File: config.mk
export PLATFORM = sky130hd
export DESIGN_NAME = lsu
export DESIGN_NICKNAME = d
export VERILOG_FILES = /design/src/rtl/lsu_pkg.sv /design/src/rtl/lsu_load_align.sv /design/src/rtl/lsu.sv
export SDC_FILE = /design/constraint.sdc
export NUM_CORES = 1
export LEC_CHECK = 0
export ABC_AREA = 1
export BUFFER_PORTS_ARGS = -buffer_cell sky130_fd_sc_hd__buf_2
export CELL_PAD_IN_SITES_DETAIL_PLACEMENT = 0
export CELL_PAD_IN_SITES_GLOBAL_PLACEMENT = 1
export CORE_ASPECT_RATIO = 0.9
export CORE_MARGIN = 2
export CORE_UTILIZATION = 35
export CTS_CLUSTER_DIAMETER = 40
export DETAILED_ROUTE_END_ITERATION = 10
export PLACE_DENSITY_LB_ADDON = 0.1
export SKIP_LAST_GASP = 1
export SLEW_MARGIN = 20
export SYNTH_ARGS = -nofsm -noshare
export SYNTH_HDL_FRONTEND = slang
export SYNTH_SLANG_ARGS = --single-unit
export TNS_END_PERCENT = 1
File: constraint.sdc
create_clock -name i_clk -period 3.3 [get_ports i_clk]
set_input_delay 0.33 -clock i_clk [delete_from_list [all_inputs] [get_ports i_clk]]
set_output_delay 0.33 -clock i_clk [all_outputs]
set_load 0.1 [all_outputs]
File: src/rtl/lsu_pkg.sv
// lsu_pkg: shared types and constants for the load/store unit.
//   state_t     : LSU FSM state (IDLE / REQ / WAIT)
//   F3_*        : funct3 size/sign encodings accepted by the LSU
//   f3_supported: funct3 is one of the five accepted encodings
//   f3_misaligned: access crosses its natural alignment (used only when
//                  LSU_MISALIGN_CHECK_EN is defined)
package lsu_pkg;

  typedef enum logic [1:0] {
    ST_IDLE = 2'd0,
    ST_REQ  = 2'd1,
    ST_WAIT = 2'd2
  } state_t;

  localparam logic [2:0] F3_B  = 3'b000;
  localparam logic [2:0] F3_H  = 3'b001;
  localparam logic [2:0] F3_W  = 3'b010;
  localparam logic [2:0] F3_BU = 3'b100;
  localparam logic [2:0] F3_HU = 3'b101;

  function automatic logic f3_supported(input logic [2:0] f3);
    logic ok;
    case (f3)
      F3_B, F3_H, F3_W, F3_BU, F3_HU: ok = 1'b1;
      default:                        ok = 1'b0;
    endcase
    return ok;
  endfunction

  function automatic logic f3_misaligned(input logic [2:0] f3, input logic [1:0] lo);
    logic bad;
    case (f3)
      F3_H, F3_HU: bad = lo[0];
      F3_W:        bad = (lo != 2'b00);
      default:     bad = 1'b0;
    endcase
    return bad;
  endfunction

endpackage

File: src/rtl/lsu_load_align.sv
// lsu_load_align: combinational load lane select and extension.
//   word   in  32  raw memory word (word-aligned read data)
//   lane   in  2   byte address bits [1:0] of the load
//   funct3 in  3   size/sign code (B, H, W, BU, HU)
//   result out 32  selected lane, sign- or zero-extended to 32 bits
// Halfword selection looks at lane[1] only; word loads ignore lane.
module lsu_load_align
  import lsu_pkg::*;
(
  input  logic [31:0] word,
  input  logic [1:0]  lane,
  input  logic [2:0]  funct3,
  output logic [31:0] result
);

  logic [7:0]  byte_sel;
  logic [15:0] half_sel;

  always_comb begin
    byte_sel = word[7:0];
    case (lane)
      2'd0:    byte_sel = word[7:0];
      2'd1:    byte_sel = word[15:8];
      2'd2:    byte_sel = word[23:16];
      default: byte_sel = word[31:24];
    endcase
    half_sel = lane[1] ? word[31:16] : word[15:0];

    result = word;
    case (funct3)
      F3_B:    result = {{24{byte_sel[7]}}, byte_sel};
      F3_BU:   result = {24'd0, byte_sel};
      F3_H:    result = {{16{half_sel[15]}}, half_sel};
      F3_HU:   result = {16'd0, half_sel};
      default: result = word;
    endcase
  end

endmodule

File: src/rtl/lsu.sv
// lsu: single-outstanding load/store unit between execute stage and a
// word-wide memory port.
//   i_clk, i_rst_n        clock, synchronous active-low reset
//   i_valid, i_memread, i_memwrite, i_funct3, i_addr, i_wdata : op from execute
//   o_busy                upstream stall (combinational)
//   o_done, o_misaligned  single-cycle completion / fault pulses
//   o_rdata               extended load result, held until next load completes
//   o_mem_req/we/addr/wdata/be, i_mem_ready, i_mem_rvalid, i_mem_rdata : memory port
//   o_dbg_state           current FSM state for observation
// Memory handshake: a request is offered with o_mem_req=1 and its fields
// held stable until the cycle where i_mem_ready=1 (accepted on that edge);
// load data is taken on the first cycle in WAIT with i_mem_rvalid=1.
// Build option: define LSU_MISALIGN_CHECK_EN to fault misaligned H/W ops
// instead of issuing them (default: misalignment silently truncated).
module lsu
  import lsu_pkg::*;
(
  input  logic        i_clk,
  input  logic        i_rst_n,
  input  logic        i_valid,
  input  logic        i_memread,
  input  logic        i_memwrite,
  input  logic [2:0]  i_funct3,
  input  logic [31:0] i_addr,
  input  logic [31:0] i_wdata,
  output logic        o_busy,
  output logic        o_done,
  output logic [31:0] o_rdata,
  output logic        o_misaligned,
  output logic        o_mem_req,
  output logic        o_mem_we,
  output logic [31:0] o_mem_addr,
  output logic [31:0] o_mem_wdata,
  output logic [3:0]  o_mem_be,
  input  logic        i_mem_ready,
  input  logic        i_mem_rvalid,
  input  logic [31:0] i_mem_rdata,
  output logic [1:0]  o_dbg_state
);

  state_t      state, state_next;
  logic        done_next;

  logic [31:0] addr_q;
  logic [31:0] wdata_q;
  logic [3:0]  be_q;
  logic        we_q;
  logic [2:0]  f3_q;
  logic        done_q;
  logic        mis_q;
  logic [31:0] rdata_q;

  logic        op;
  logic        fault;
  logic        start;
  logic [3:0]  lane_be;
  logic [31:0] lane_wdata;
  logic [31:0] load_result;

  assign op = i_valid & (i_memread | i_memwrite);

`ifdef LSU_MISALIGN_CHECK_EN
  assign fault = (state == ST_IDLE) & op & f3_supported(i_funct3)
               & f3_misaligned(i_funct3, i_addr[1:0]);
`else
  assign fault = 1'b0;
`endif

  assign start = (state == ST_IDLE) & op & f3_supported(i_funct3) & ~fault;

  // Byte enables and lane placement of store data. Size comes from
  // funct3[1:0] so BU/HU codes shape the request like B/H.
  always_comb begin
    lane_be    = 4'b1111;
    lane_wdata = i_wdata;
    case (i_funct3[1:0])
      2'b00: begin
        lane_be    = 4'b0001 << i_addr[1:0];
        lane_wdata = {4{i_wdata[7:0]}};
      end
      2'b01: begin
        lane_be    = i_addr[1] ? 4'b1100 : 4'b0011;
        lane_wdata = {2{i_wdata[15:0]}};
      end
      default: begin
        lane_be    = 4'b1111;
        lane_wdata = i_wdata;
      end
    endcase
  end

  // Next-state and completion logic.
  always_comb begin
    state_next = state;
    done_next  = fault;
    case (state)
      ST_IDLE: begin
        if (start) state_next = ST_REQ;
      end
      ST_REQ: begin
        // i_mem_rvalid is deliberately ignored here.
        if (i_mem_ready) begin
          state_next = we_q ? ST_IDLE : ST_WAIT;
          done_next  = we_q;
        end
      end
      ST_WAIT: begin
        if (i_mem_rvalid) begin
          state_next = ST_IDLE;
          done_next  = 1'b1;
        end
      end
      default: state_next = ST_IDLE;
    endcase
  end

  always_ff @(posedge i_clk) begin
    if (!i_rst_n) state <= ST_IDLE;
    else          state <= state_next;
  end

  always_ff @(posedge i_clk) begin
    if (!i_rst_n) begin
      addr_q  <= '0;
      wdata_q <= '0;
      be_q    <= '0;
      we_q    <= 1'b0;
      f3_q    <= '0;
      done_q  <= 1'b0;
      mis_q   <= 1'b0;
      rdata_q <= '0;
    end else begin
      done_q <= done_next;
      mis_q  <= fault;
      if (start) begin
        addr_q  <= i_addr;
        wdata_q <= lane_wdata;
        be_q    <= lane_be;
        we_q    <= i_memwrite;  // both read and write high -> store
        f3_q    <= i_funct3;
      end
      if ((state == ST_WAIT) && i_mem_rvalid) rdata_q <= load_result;
    end
  end

  lsu_load_align u_align (
    .word   (i_mem_rdata),
    .lane   (addr_q[1:0]),
    .funct3 (f3_q),
    .result (load_result)
  );

  assign o_mem_req    = (state == ST_REQ);
  assign o_mem_we     = o_mem_req & we_q;
  assign o_mem_be     = o_mem_req ? be_q : 4'b0000;
  assign o_mem_addr   = {addr_q[31:2], 2'b00};
  assign o_mem_wdata  = wdata_q;
  assign o_busy       = (state != ST_IDLE) | start | fault;
  assign o_done       = done_q;
  assign o_misaligned = mis_q;
  assign o_rdata      = rdata_q;
  assign o_dbg_state  = state;

endmodule
==> results.yml <==
placement:
  dp_slack_ns: 0.949
  hpwl_microns: 10500
  dpl-instance-area_sq_um: 5740
  gp_routability_congestion: 0.899
  port_buffers: 209
drt:
  vias: 4899
  remaining_drc_errors: 0
  vias_per_cell: 4.82
  wl_microns: 14400
  ant_nets: 0
  first_pass_iters: 5
  wl_per_cell_microns: 14.2
  drtIter0Drc: 197
die:
  coreArea_sq_um: 13500
  die_h_microns: 116
  initial_core_util_pct: 36.2
  dieWidth_microns: 129
  io_pins: 213
  fp-row-count: 40
  dieArea_sq_um: 14900
sta:
  slew_headroom_pct: 35.7
  worstMarginPinSlew_ns: 0.958
  finalSetupViolCount: 0
  worst_slack_ns: 0.622
  period_needed_ns: 2.68
  finalCritPeriodShare_pct: 81.2
  fin_worst_skew_ns: 0.00854
  rsz0062_at_grt: "false"
  hold_viol: 0
  drv_slew: 0
  tns_ns: 0
  fmax_ghz: 0.373
global_route:
  grt_busiest_layer: "met2"
  grt_max_degree: 82
  antenna_found_initial: 1
  use_met1_pct: 24.9
  grt_use_met3_pct: 5.04
  grt_pass1_vias: 4395
  gr-total-overflow: 0
  track_usage_pct: 18.6
  grtUsageMet2_pct: 29.1
  grt_pass1_wl_microns: 21800
clocking:
  cts_hold_buf: 0
  cts-resized-gates: 0
  cts_max_level: 3
  cts_tree: "yes"
  clk_pin_slew_ns: 0.08
  postCtsSetupBuffers: 0
  root_buffer: "clkbuf_16"
  clk_path_buf_depth: 2
  cts_num_sinks: 107
  numCtsBuffers: 9
  clk_latency_ns: 0.35
power:
  total_power_mw: 5.36
  total_leakage_power_nw: 3.06
  peakVddDrop_mv: 0.367
  power_density_nw_per_um2: 887
layout:
  drive_gt1_share_pct: 29.0
  area_growth_syn_to_layout_pct: 23.5
  fin_nets: 953
  final_cell_area_sq_um: 6050
  antenna-diode-count: 0
flow_run:
  max_cap_violations: 0
worst_setup_path:
  critPathSlowestCell: "buf_2"
  reg2reg_from: "o_dbg_state[0]"
  critPathArrivalTime_ns: 2.35
  reg2reg_slack_ns: 0.75
  path_common_cell: "nand2_1"
  worst_setup_path_end_kind: "output port"
  slowest_delay_ns: 0.43
  worstReg2RegEnd: "o_rdata[5]"
  endpoint: "o_busy"
  worstSetupPathType: "reg2out"
  cp-start-kind: "register"
  required_ns: 2.97
  crit_start: "o_dbg_state[0]"
  crit_chain: "inv_1, ha_1, nand2_1, nor2_4, nand2_4, buf_4, nand2_1, buf_2"
  reg2reg_depth: 7
  cp_max_fo: 41
yosys:
  yosysTopAreaCell: "dfxtp_1"
  synth_area_sq_um: 4890
  yosysMostFrequentCell: "nand2_1"
  syn_area_per_cell_sq_um: 7.10
  yosys_warnings: 0
  synthArstFlopShare_pct: 0
  ys_seq_area_share_pct: 43.8
  synth.top_cells.by_area: "dfxtp_1 (44%), nand2_1 (11%), a21oi_1 (9.7%), o21ai_0 (9.0%), nor2_1 (8.0%)"
  ys_top_cells_by_count: "nand2_1 (142), dfxtp_1 (107), nor2_1 (104)"
  synth_top_area_share_pct: 43.8
  synth-seq-cells: 107
  synthFlopType: "dfxtp_1"
  ys_types: 33
  postSynthCellCount: 689
  synth-edff-count: 0
status:
  status: "finished clean"
hold_path:
  holdCritPathClass: "in2reg"
==> cell type report <==
type / count / area (sq um)
Fill cell: 1424 / 7470
Tap cell: 168 / 210
Clock buffer: 10 / 229
Multi-Input combinational cell: 481 / 2190
Inverter: 31 / 119
Timing Repair Buffer: 214 / 1080
Sequential cell: 107 / 2140
Clock inverter: 6 / 77.6
==> metal layers <==
layer / part of all wire [%] / vias up
met1: 46 / 2191
met3: 7.0 / 18
li1: - / 2525
met4: 1.7 / 2
met2: 45 / 163
met5: 0.090 / -
==> where the power goes <==
group	switching, mW	total, mW	internal, mW
combinational	2.21	2.63	0.421
sequential	0.120	1.63	1.51
clock	0.503	1.10	0.598
==> worst min path at each step <==
stage	start	slack, ns	depth (start not counted)	end
after floorplan	f3_q[0]	0.44	2	f3_q[0]
after global placement	o_mem_wdata[18]	0.45	2	o_mem_wdata[18]
after detailed placement	o_mem_wdata[0]	0.45	2	o_mem_wdata[0]
after CTS	i_mem_ready	0.21	3	o_done
after global routing	i_addr[6]	0.22	3	addr_q[6]
final	i_mem_ready	0.23	3	o_done
==> worst max-delay path: cells and delay by family, from the launching register on <==
kind / cells / cell delay [ns]
adders and majority gates: 1 / 0.21
buffers and inverters: 3 / 0.82
DFF: 1 / 0.34
and+or+nand+nor: 4 / 0.62
==> cell usage in the layout, fill, tap and decap left out, types with 5 or more instances in the layout <==
master     count
buf_2        209
nand2_1      142
dfxtp_1      107
nor2_1       104
a21oi_1       95
o21ai_0       88
inv_1         27
nand3_1       11
clkbuf_16      9
or2_2          6
a31oi_1        6
nand2_2        5
buf_4          5
==> flip-flops by register name, summed over array words and instances (netlist names) <==
signal / flops
o_rdata: 32
f3_q: 3
o_mem_wdata: 32
o_dbg_state: 2
o_done: 1
be_q: 4
we_q: 1
addr_q: 32
==> per-stage QoR <==
| stage | hold WS [ns] | utilization [%] | instances |
|---|---|---|---|
| after floorplan | 0.440 | - | 691 |
| final | 0.226 | 44.8 | 1017 |
| after global placement | 0.451 | 42.5 | 1001 |
| after detailed placement | 0.454 | 42.5 | 1001 |
| after global routing | 0.223 | 44.8 | 1017 |
| after CTS | 0.210 | 44.8 | 1017 |
==> logic make-up after synthesis <==
family	count (synthesis)	share of synthesized area (%)
and+or+nand+nor	274	22.4
AOI/OAI and AO/OA	201	21.3
DFF	107	43.8
buffers and inverters	103	11.7
adders and majority gates	3	0.767
other	1	0.0766
No activity file was read; power rests on OpenSTA's default activity.
